`src/rtl/vga_scan_controller.sv`:
```
// Frame-level sequencer for 640x480@60 VGA scanning.
// Releases the horizontal counter, counts lines from its count, produces
// vsync, video enable and frame-start, and runs a one-line-ahead prefetch
// handshake with the sprite line fetcher. A late fetch blanks only its line.
module vga_scan_controller (
  input  logic       clock,
  input  logic       reset,
  input  logic       enable,
  input  logic [9:0] h_count,
  input  logic       fetch_ack,
  output logic       hsync_rst_n,
  output logic       vsync,
  output logic       video_en,
  output logic       fetch_req,
  output logic [8:0] fetch_line,
  output logic       frame_start,
  output logic [9:0] v_count,
  output logic [7:0] underflow_cnt,
  output logic       busy
);

  localparam logic [9:0] H_LAST      = 10'd799;
  localparam logic [9:0] H_ACT_FIRST = 10'd144;
  localparam logic [9:0] H_ACT_LAST  = 10'd783;
  localparam logic [9:0] H_PREFETCH  = 10'd784;
  localparam logic [9:0] H_DEADLINE  = 10'd143;
  localparam logic [9:0] V_LAST      = 10'd524;
  localparam logic [9:0] V_ACT_FIRST = 10'd35;
  localparam logic [9:0] V_ACT_LAST  = 10'd514;
  localparam logic [9:0] V_PRE_FIRST = 10'd34;
  localparam logic [9:0] V_PRE_LAST  = 10'd513;

  typedef enum logic {IDLE, RUN} state_t;

  state_t     state_q, state_d;
  logic       hsyncRstN_q, hsyncRstN_d;
  logic       vsync_q, vsync_d;
  logic       videoEn_q, videoEn_d;
  logic       fetchReq_q, fetchReq_d;
  logic [8:0] fetchLine_q, fetchLine_d;
  logic       frameStart_q, frameStart_d;
  logic [9:0] vCount_q, vCount_d;
  logic [7:0] underflow_q, underflow_d;
  logic       busy_q, busy_d;
  logic       lineValid_q, lineValid_d;

  logic lineEnd, frameEnd, hActive, vActive, prefetchHit;

  assign lineEnd     = (h_count == H_LAST);
  assign frameEnd    = lineEnd && (vCount_q == V_LAST);
  assign hActive     = (h_count >= H_ACT_FIRST) && (h_count <= H_ACT_LAST);
  assign vActive     = (vCount_q >= V_ACT_FIRST) && (vCount_q <= V_ACT_LAST);
  assign prefetchHit = (h_count == H_PREFETCH) &&
                       (vCount_q >= V_PRE_FIRST) && (vCount_q <= V_PRE_LAST);

  assign hsync_rst_n   = hsyncRstN_q;
  assign vsync         = vsync_q;
  assign video_en      = videoEn_q;
  assign fetch_req     = fetchReq_q;
  assign fetch_line    = fetchLine_q;
  assign frame_start   = frameStart_q;
  assign v_count       = vCount_q;
  assign underflow_cnt = underflow_q;
  assign busy          = busy_q;

  // State and output registers; every output is registered.
  always_ff @(posedge clock) begin
    if (!reset) begin
      state_q      <= IDLE;
      hsyncRstN_q  <= 1'b0;
      vsync_q      <= 1'b1;
      videoEn_q    <= 1'b0;
      fetchReq_q   <= 1'b0;
      fetchLine_q  <= 9'd0;
      frameStart_q <= 1'b0;
      vCount_q     <= 10'd0;
      underflow_q  <= 8'd0;
      busy_q       <= 1'b0;
      lineValid_q  <= 1'b0;
    end else begin
      state_q      <= state_d;
      hsyncRstN_q  <= hsyncRstN_d;
      vsync_q      <= vsync_d;
      videoEn_q    <= videoEn_d;
      fetchReq_q   <= fetchReq_d;
      fetchLine_q  <= fetchLine_d;
      frameStart_q <= frameStart_d;
      vCount_q     <= vCount_d;
      underflow_q  <= underflow_d;
      busy_q       <= busy_d;
      lineValid_q  <= lineValid_d;
    end
  end

  // Next-state: line/frame counting, prefetch handshake and stop at frame end.
  always_comb begin
    state_d      = state_q;
    hsyncRstN_d  = hsyncRstN_q;
    videoEn_d    = 1'b0;
    fetchReq_d   = fetchReq_q;
    fetchLine_d  = fetchLine_q;
    frameStart_d = 1'b0;
    vCount_d     = vCount_q;
    underflow_d  = underflow_q;
    busy_d       = busy_q;
    lineValid_d  = lineValid_q;

    case (state_q)
      IDLE: begin
        hsyncRstN_d = 1'b0;
        busy_d      = 1'b0;
        vCount_d    = 10'd0;
        fetchReq_d  = 1'b0;
        lineValid_d = 1'b0;
        if (enable) begin
          state_d      = RUN;
          hsyncRstN_d  = 1'b1;
          busy_d       = 1'b1;
          frameStart_d = 1'b1;
        end
      end
      RUN: begin
        hsyncRstN_d = 1'b1;
        busy_d      = 1'b1;
        videoEn_d   = hActive && vActive && lineValid_q;
        if (lineEnd) begin
          vCount_d = frameEnd ? 10'd0 : vCount_q + 10'd1;
        end
        if (fetchReq_q && fetch_ack) begin
          fetchReq_d  = 1'b0;
          lineValid_d = 1'b1;
        end else if (fetchReq_q && (h_count == H_DEADLINE)) begin
          fetchReq_d = 1'b0;
          if (underflow_q != 8'hFF) begin
            underflow_d = underflow_q + 8'd1;
          end
        end
        if (prefetchHit) begin
          fetchReq_d  = 1'b1;
          fetchLine_d = 9'(vCount_q - V_PRE_FIRST);
          lineValid_d = 1'b0;
        end
        if (frameEnd) begin
          frameStart_d = 1'b1;
          if (!enable) begin
            state_d     = IDLE;
            hsyncRstN_d = 1'b0;
            busy_d      = 1'b0;
            fetchReq_d  = 1'b0;
            lineValid_d = 1'b0;
          end
        end
      end
      default: state_d = IDLE;
    endcase

    vsync_d = (state_d == RUN) ? (vCount_d > 10'd1) : 1'b1;
  end

endmodule

```
`config.mk`:
```
export PLATFORM = sky130hd
export DESIGN_NAME = vga_scan_controller
export DESIGN_NICKNAME = d
export VERILOG_FILES = /design/src/rtl/vga_scan_controller.sv
export SDC_FILE = /design/constraint.sdc
export NUM_CORES = 1
export LEC_CHECK = 0
export ABC_AREA = 1
export BUFFER_PORTS_ARGS = -buffer_cell sky130_fd_sc_hd__buf_4
export CORE_MARGIN = 5
export CORE_UTILIZATION = 34
export CTS_CLUSTER_DIAMETER = 50
export DETAILED_ROUTE_END_ITERATION = 10
export PLACE_DENSITY = 0.62
export SYNTH_ARGS = -nofsm -noshare
export SYNTH_HDL_FRONTEND = slang
export SYNTH_SLANG_ARGS = --single-unit
```
`constraint.sdc`:
```
create_clock -name clock -period 2.3 [get_ports clock]
set_clock_uncertainty 0.1 [all_clocks]
set_input_delay 0 -clock clock [delete_from_list [all_inputs] [get_ports clock]]
set_output_delay 0 -clock clock [all_outputs]
set_load 0.005 [all_outputs]
```
==> results.cfg, run 1 <==
[cts]
clock_path_buffers = 2
cts_tree = done
cts_root_buffer = clkbuf_8
cts.sinks = 33
clock_latency_ps = 280
cts_setup_buffers = 0
clkTransAtPathRegs_ps = 70
cts-htree-levels = 2
numCtsBuffers = 5

[timing]
rsz0062_at_grt = false
finalSetupViolCount = 0
fmax_mhz = 480.3
holdWs_ps = 70.58
slew_violations = 0
post-route-period-util_pct = 90.52
worst_pin_slew_ps = 628.7
slew_headroom_pct = 58.04
min_period_ps = 2082
hold_viol = 0
tns_ps = 0

[finish]
areaGrowthSynthToFinish_pct = 24.13
ff_latch_area_um2 = 660.6
fillerInstances = 623
multiInputGateArea_um2 = 1196
final_util_pct = 43.60
layout-drive-gt1-share_pct = 19.13
final_nets = 388
antenna_cells = 0
stdcell_count = 441

[synth]
post-synth-top-area-fraction_pct = 31.77
synth_top_cell_by_area = dfxtp_1
synth_common_cells = nand2_1, nor2_1, inv_1, dfxtp_1, nand3_1
synthCells = 317
syn-cell-area_um2 = 2079
synthTopCellsByArea = dfxtp_1, nand2_1, nor2_1
synth.most_common_cell = nand2_1
ys_types = 28
synth_ff_type = dfxtp_1
synth-edff-count = 0
postSynthAreaPerCell_um2 = 6.560
synth_warnings = 0
ys_seq_area_share_pct = 31.77
ys_ff_latch = 33
synth_async_sr_flop_share_pct = 0
synth_nets = 340

[power_and_ir_drop]
fin_total_pwr_w = 0.001085
ir_drop_v = 0.0002791
cellPowerDensity_nw_per_um2 = 420.5
leakage_nw = 1.171

[routing]
drtIter0Drc = 127
vias = 2162
wirelength_um = 5566
drcViolationCount = 0
viasPerCell = 4.902
drt-pass1-iter-count = 4
wire_per_inst_um = 12.62
antenna_left = 0

[setup_path]
crit_fanout = 8
crit_arrival_ps = 2140
required_ps = 2360
crit_type = flop to flop
endpoint_kind = flop
reg2reg_slack_ps = 220
startpoint_type = flop

[grt]
antenna_found_initial = 0
grt_max_degree = 21
grt_pass1_wl_um = 9204
grt_overflow = 0
grt_pass1_vias = 1975
track_usage_pct = 14.97

[flow_run]
maxCapViolCount = 0

[placement]
io_buffer_count = 46
dp_hpwl_um = 4350
dp.cells = 430
place_congestion = 0.8679

[floorplan]
placeableCoreArea_um2 = 5921
die_area_um2 = 7780
rows = 28
start_util_pct = 35.12
die_height_um = 88.21
ioPinCount = 47
fp.dieW_um = 88.21

[worst_hold_path]
hold_class = primary input to flop

[outcome]
status = complete, no violations
==> worst paths after layout <==
path | cells past startpoint | endpoint | start
worst max-delay path | 10 | vsync$_SDFF_PN1_ | v_count[0]$_SDFF_PN0_
worst min-delay path | 6 | v_count[4]$_SDFF_PN0_ | h_count[7]
worst max register to register | 10 | vsync$_SDFF_PN1_ | v_count[0]$_SDFF_PN0_
worst min register to register | 2 | fetch_line[1]$_SDFFE_PN0P_ | fetch_line[1]$_SDFFE_PN0P_
==> critical path, cell delays in order, from the launching register on <==
cell     delay, ps
dfxtp_1        500
ha_1           250
inv_1           90
nor2_1         330
nand4_1        140
nand2_1         90
nand2_1         40
nand2_1         90
nor2_1          40
nor2_1         160
nand3_1        110
==> registers in the layout, summed over array words and instances, names as in the netlist <==
register	count
lineValid_q	1
fetch_req	1
frame_start	1
video_en	1
vsync	1
underflow_cnt	8
busy	1
v_count	10
fetch_line	9
==> what timing repair did <==
action | in CTS | in global routing
endpoints found under the hold margin | 8 | 0
hold buffers | 3 | 0
resized for setup | 0 | 0
setup endpoints to repair | 0 | 0
==> layout by cell type, fill, tap and decap left out, types with 6 or more instances in the layout <==
cell type	count
a21oi_1	16
buf_4	47
dfxtp_1	33
ha_1	9
inv_1	41
nand2_1	78
nand3_1	24
nand4_1	16
nor2_1	42
nor2_2	6
nor3_1	9
o21ai_0	10
xor2_1	8
==> stage by stage <==
stage | area, µm² | worst slack (ps)
final | 2581 | 218.0
after global routing | 2581 | 7.564
after CTS | 2581 | 241.4
after detailed placement | 2465 | 239.6
after global placement | 2465 | 278.2
after floorplan | 2079 | 647.2
==> kinds of logic after synthesis <==
kind of cell	count (synthesis)	synth area share [%]
compound gates	32	8.845
xor+xnor	10	4.212
fa+ha+maj	9	5.415
buf+inv	52	10.71
flops	33	31.77
simple gates	181	39.05
==> power by group <==
| part | switching, W | leakage (nW) | internal, W |
|---|---|---|---|
| Clock | 0.000223 | 0.0439 | 0.000209 |
| Sequential | 0.00000269 | 0.267 | 0.000575 |
| Combinational | 0.0000423 | 0.861 | 0.0000337 |
==> metal layers <==
| layer | track usage, % | routed length (µm) | vias to the layer above |
|---|---|---|---|
| met3 | 2.916 | 435 | 8 |
| met4 | 3.984 | 86 | 0 |
| met1 | 19.81 | 2506 | 965 |
| met2 | 24.88 | 2538 | 81 |
| met5 | 0 | 0 | - |
| li1 | - | - | 1108 |
==> area by class of cell <==
cell class	instances	area share, %
inverters	43	6.253
flip-flops and latches	33	25.59
well taps	75	3.635
clock buffers	5	2.666
clock inverters	3	0.6786
multi-input cells	232	46.34
repair buffers	50	14.83
Note: power is estimated with default switching activity, not from simulation.
==> run 2: changes to the inputs <==
--- a/config.mk
+++ b/config.mk
@@ -11,7 +11,7 @@
 export CORE_UTILIZATION = 34
 export CTS_CLUSTER_DIAMETER = 50
 export DETAILED_ROUTE_END_ITERATION = 10
-export PLACE_DENSITY = 0.62
+export PLACE_DENSITY = 0.54
 export SYNTH_ARGS = -nofsm -noshare
 export SYNTH_HDL_FRONTEND = slang
 export SYNTH_SLANG_ARGS = --single-unit
==> run 2 against run 1 <==
Fmax is 4.3% higher. Wire length is 1.9% higher. Non-clock buffer count is 1 higher. Die area stayed put. Combinational power is 0.7% lower. Clock power is 2% higher. Design area is 0.29% higher. Sequential power hardly changed. Final cell count is 0.23% higher. Core utilization is 0.13 points higher. Hold slack worse by 8.5 ps. Largest cell class unchanged. Largest power group unchanged.
==> results.cfg, run 2 (same netlist as run 1, synthesis figures left out) <==
[outcome]
status = complete, no violations

[floorplan]
ioPinCount = 47
rows = 28
die_height_um = 88.21
fp.dieW_um = 88.21
start_util_pct = 35.12
die_area_um2 = 7780
placeableCoreArea_um2 = 5921

[timing]
hold_viol = 0
worst_pin_slew_ps = 649.2
fmax_mhz = 501.1
slew_headroom_pct = 56.67
finalSetupViolCount = 0
slew_violations = 0
rsz0062_at_grt = false
tns_ps = 0
post-route-period-util_pct = 86.76
holdWs_ps = 62.10
min_period_ps = 1996

[setup_path]
crit_arrival_ps = 2120
ff2ff_path_depth = 11
startpoint_type = flop
rr_startpoint = v_count[0]$_SDFF_PN0_
required_ps = 2430
crit_fanout = 8
cp-startpoint = v_count[0]$_SDFF_PN0_
reg2reg_slack_ps = 300
crit_type = flop to flop
r2r-end = vsync$_SDFF_PN1_
crit_end = vsync$_SDFF_PN1_
endpoint_kind = flop

[finish]
areaGrowthSynthToFinish_pct = 24.49
layout-drive-gt1-share_pct = 19.35
final_cell_mix = nand2_1, buf_4, nor2_1, inv_1, dfxtp_1
final_nets = 389
fillerInstances = 649
fin_area_um2 = 2589
layout_commonest_cell = nand2_1
stdcell_count = 442
largest_reg_flops = 10
antenna_cells = 0
final_util_pct = 43.72

[cts]
clock_path_buffers = 2
clock_latency_ps = 280
cts_root_buffer = clkbuf_8
clkTransAtPathRegs_ps = 80
cts.sinks = 33
cts_tree = done
cts-htree-levels = 2
numCtsBuffers = 5
cts_setup_buffers = 0

[routing]
drtIter0Drc = 99
vias = 2155
wire_per_inst_um = 12.83
drt-pass1-iter-count = 4
drcViolationCount = 0
viasPerCell = 4.876
wirelength_um = 5669
antenna_left = 0

[grt]
grt_overflow = 0
grt_pass1_vias = 2001
antenna_found_initial = 0
grt_max_degree = 21
track_usage_pct = 15.82
grt_pass1_wl_um = 9666

[flow_run]
maxCapViolCount = 0

[power_and_ir_drop]
leakage_nw = 1.176
cellPowerDensity_nw_per_um2 = 421.8
ir_drop_v = 0.0002242

[placement]
place_congestion = 0.8376
io_buffer_count = 46
dp.cells = 431
dp_hpwl_um = 4441
place_area_um2 = 2472

[worst_hold_path]
hold_depth = 6
hold_class = primary input to flop
## run 2: worst min path at each step
stage	to	slack (ps)	from
6_report	video_en$_SDFF_PN0_	60	h_count[7]
5_1_grt	v_count[4]$_SDFF_PN0_	110	h_count[7]
4_1_cts	v_count[4]$_SDFF_PN0_	60	h_count[7]
3_5_place_dp	fetch_line[8]$_SDFFE_PN0P_	190	reset
3_3_place_gp	fetch_line[8]$_SDFFE_PN0P_	190	reset
2_1_floorplan	fetch_line[8]$_SDFFE_PN0P_	20	reset
## run 2: report_power, final
part / switching [W] / internal [W] / total [W]
logic: 0.0000418 / 0.0000336 / 0.0000755
clock network: 0.000230 / 0.000209 / 0.000439
registers: 0.00000296 / 0.000575 / 0.000578
## run 2: repair_timing
action                                 4_1_cts  5_1_grt
hold buffers                                 3        0
endpoints found under the hold margin        8        0
gates resized for setup                      0        0
## run 2: per-stage QoR
step	power [W]	worst slack (ps)
6_report	0.001092	304.5
5_1_grt	0.001140	1.366
4_1_cts	0.001104	293.6
3_5_place_dp	0.0006628	311.7
3_3_place_gp	0.0006631	302.0
2_1_floorplan	0.0006246	647.2
## run 2: cell type report
class	count	area, µm²	area share, %
clock buffers	5	68.82	2.658
well taps	75	93.84	3.625
inverters	43	161.4	6.235
flip-flops and latches	33	660.6	25.52
repair buffers	51	390.4	15.08
multi-input cells	232	1196	46.21
clock inverters	3	17.52	0.6767
## run 2: routing by layer
| layer | vias to the layer above | part of all wire, % | global-route usage, % |
|---|---|---|---|
| li1 | 1108 | - | - |
| met1 | 977 | 46 | 21.93 |
| met2 | 62 | 46 | 25.29 |
| met3 | 8 | 6.9 | 3.198 |
| met4 | 0 | 1.2 | 3.709 |
| met5 | - | 0 | 0 |
## run 2: critical path, stage by stage, from the launching register on
cell     delay, ps
dfxtp_1        520
inv_1          190
ha_1           230
nand3_1         80
nor2_1          40
nand2_1         80
nor2_1          70
nor2_1         280
nand3_1        150
nand2_1        100
nor2_1          40
nand3_1         70
==> run 3: changes to the inputs <==
--- a/config.mk
+++ b/config.mk
@@ -11,7 +11,9 @@
 export CORE_UTILIZATION = 34
 export CTS_CLUSTER_DIAMETER = 50
 export DETAILED_ROUTE_END_ITERATION = 10
+export GPL_TIMING_DRIVEN = 0
 export PLACE_DENSITY = 0.54
+export SKIP_LAST_GASP = 1
 export SYNTH_ARGS = -nofsm -noshare
 export SYNTH_HDL_FRONTEND = slang
 export SYNTH_SLANG_ARGS = --single-unit
==> run 3 against run 2 <==
Non-clock buffer count is 7 higher. Clock power is 28% higher. Clock-buffer cell count is 2 higher. First-iteration DRC count grew 17%. Sequential cell count stayed put. Power grew 12%. Setup slack worse by 110 ps. Highest routed layer unchanged.
==> results.cfg, run 3 (same netlist as run 1, synthesis figures left out) <==
[cts]
cts_root_buffer = clkbuf_8
numCtsBuffers = 5
clock_latency_ps = 280
cts_setup_buffers = 0
cts.sinks = 33
clkTransAtPathRegs_ps = 70
cts-htree-levels = 2
clock_path_buffers = 2
cts_tree = done

[timing]
hold_viol = 0
slew_violations = 0
slew_headroom_pct = 60.03
rsz0062_at_grt = false
worst_pin_slew_ps = 599.5
finalSetupViolCount = 0
post-route-period-util_pct = 91.40
tns_ps = 0
fmax_mhz = 475.7
min_period_ps = 2102
setup_ws_ps = 197.9

[floorplan]
placeableCoreArea_um2 = 5921
die_height_um = 88.21
rows = 28
start_util_pct = 35.12
fp.dieW_um = 88.21
ioPinCount = 47
die_area_um2 = 7780

[grt]
grt_max_degree = 11
grt_pass1_vias = 1990
track_usage_pct = 15.69
antenna_found_initial = 0
grt_overflow = 0
grt_pass1_wl_um = 9494

[setup_path]
r2r-end = vsync$_SDFF_PN1_
crit_fanout = 8
cp-startpoint = v_count[1]$_SDFF_PN0_
crit_type = flop to flop
crit_arrival_ps = 2170
required_ps = 2360
endpoint_kind = flop
ff2ff_path_depth = 11
startpoint_type = flop
reg2reg_slack_ps = 200
crit_end = vsync$_SDFF_PN1_
rr_startpoint = v_count[1]$_SDFF_PN0_

[power_and_ir_drop]
fin_total_pwr_w = 0.001218
leakage_nw = 1.214
cellPowerDensity_nw_per_um2 = 456.3
ir_drop_v = 0.0003257

[finish]
areaGrowthSynthToFinish_pct = 28.40
final_cell_mix = nand2_1, buf_4, inv_1, nor2_1, dfxtp_1
layout_commonest_cell = nand2_1
layout-drive-gt1-share_pct = 20.05
final_nets = 396
antenna_cells = 0
largest_reg_flops = 10
multiInputGateArea_um2 = 1201
fillerInstances = 639
ff_latch_area_um2 = 660.6

[worst_hold_path]
hold_class = primary input to flop
hold_depth = 6

[routing]
viasPerCell = 4.766
drt-pass1-iter-count = 4
vias = 2140
wire_per_inst_um = 12.63
wirelength_um = 5673
antenna_left = 0
drtIter0Drc = 116
drcViolationCount = 0

[flow_run]
maxCapViolCount = 0

[placement]
post-place-ws_ps = 118.3
dp_hpwl_um = 4353
io_buffer_count = 46
place_congestion = 0.8489

[outcome]
status = complete, no violations
run 3: what timing repair did:
| action | 4_1_cts | 5_1_grt |
|---|---|---|
| endpoints found under the setup margin | 0 | 1 |
| hold endpoints to repair | 8 | 0 |
| gates resized for setup | 0 | 2 |
| hold buffers | 3 | 0 |
run 3: critical path: stages (launching register included):
cell and delay, ps:
dfxtp_1 380, inv_1 270, ha_1 210, nand3_1 70, nor2_1 100, nand2_1 90
nor2_1 220, nor2_2 130, nand3_1 100, nand2_1 60, nor2_1 130, nand3_1 100
run 3: how the worst min path moves through the flow:
stage,startpoint,to,slack (ps)
6_report,h_count[7],v_count[4]$_SDFF_PN0_,70
5_1_grt,h_count[5],v_count[0]$_SDFF_PN0_,120
4_1_cts,h_count[5],v_count[0]$_SDFF_PN0_,70
3_5_place_dp,reset,fetch_line[8]$_SDFFE_PN0P_,190
3_3_place_gp,reset,fetch_line[8]$_SDFFE_PN0P_,190
2_1_floorplan,reset,fetch_line[8]$_SDFFE_PN0P_,20
run 3: stage by stage:
stage	area, µm²	instances	hold WS [ps]	util (%)
CTS	2665	449	69.87	45.01
global route	2670	449	122.9	45.10
floorplan	2079	317	20.33	-
detailed placement	2519	438	190.9	42.54
finish	2670	449	74.84	45.10
global placement	2519	438	190.3	42.54
run 3: power by group:
group | total [W] | switching, W | leakage (nW) | internal (W)
Sequential | 0.000579 | 0.00000368 | 0.267 | 0.000575
Combinational | 0.0000790 | 0.0000441 | 0.889 | 0.0000350
Clock | 0.000561 | 0.000207 | 0.0585 | 0.000353
run 3: cell type report:
class	instances	share of cell area, %
tap	75	3.515
timing repair buffer	49	14.06
sequential	33	24.74
multi-input combinational	232	44.99
clock buffer	7	3.233
inverter	43	6.045
clock inverter	1	1.125
buffer	9	2.296
run 3: metal layers:
layer,global-route usage [%],share of wire (%),wire [µm]
met1,20.88,47,2641
met2,25.63,45,2576
met3,3.198,7.1,400
met4,4.533,0.95,54
met5,0,0,0
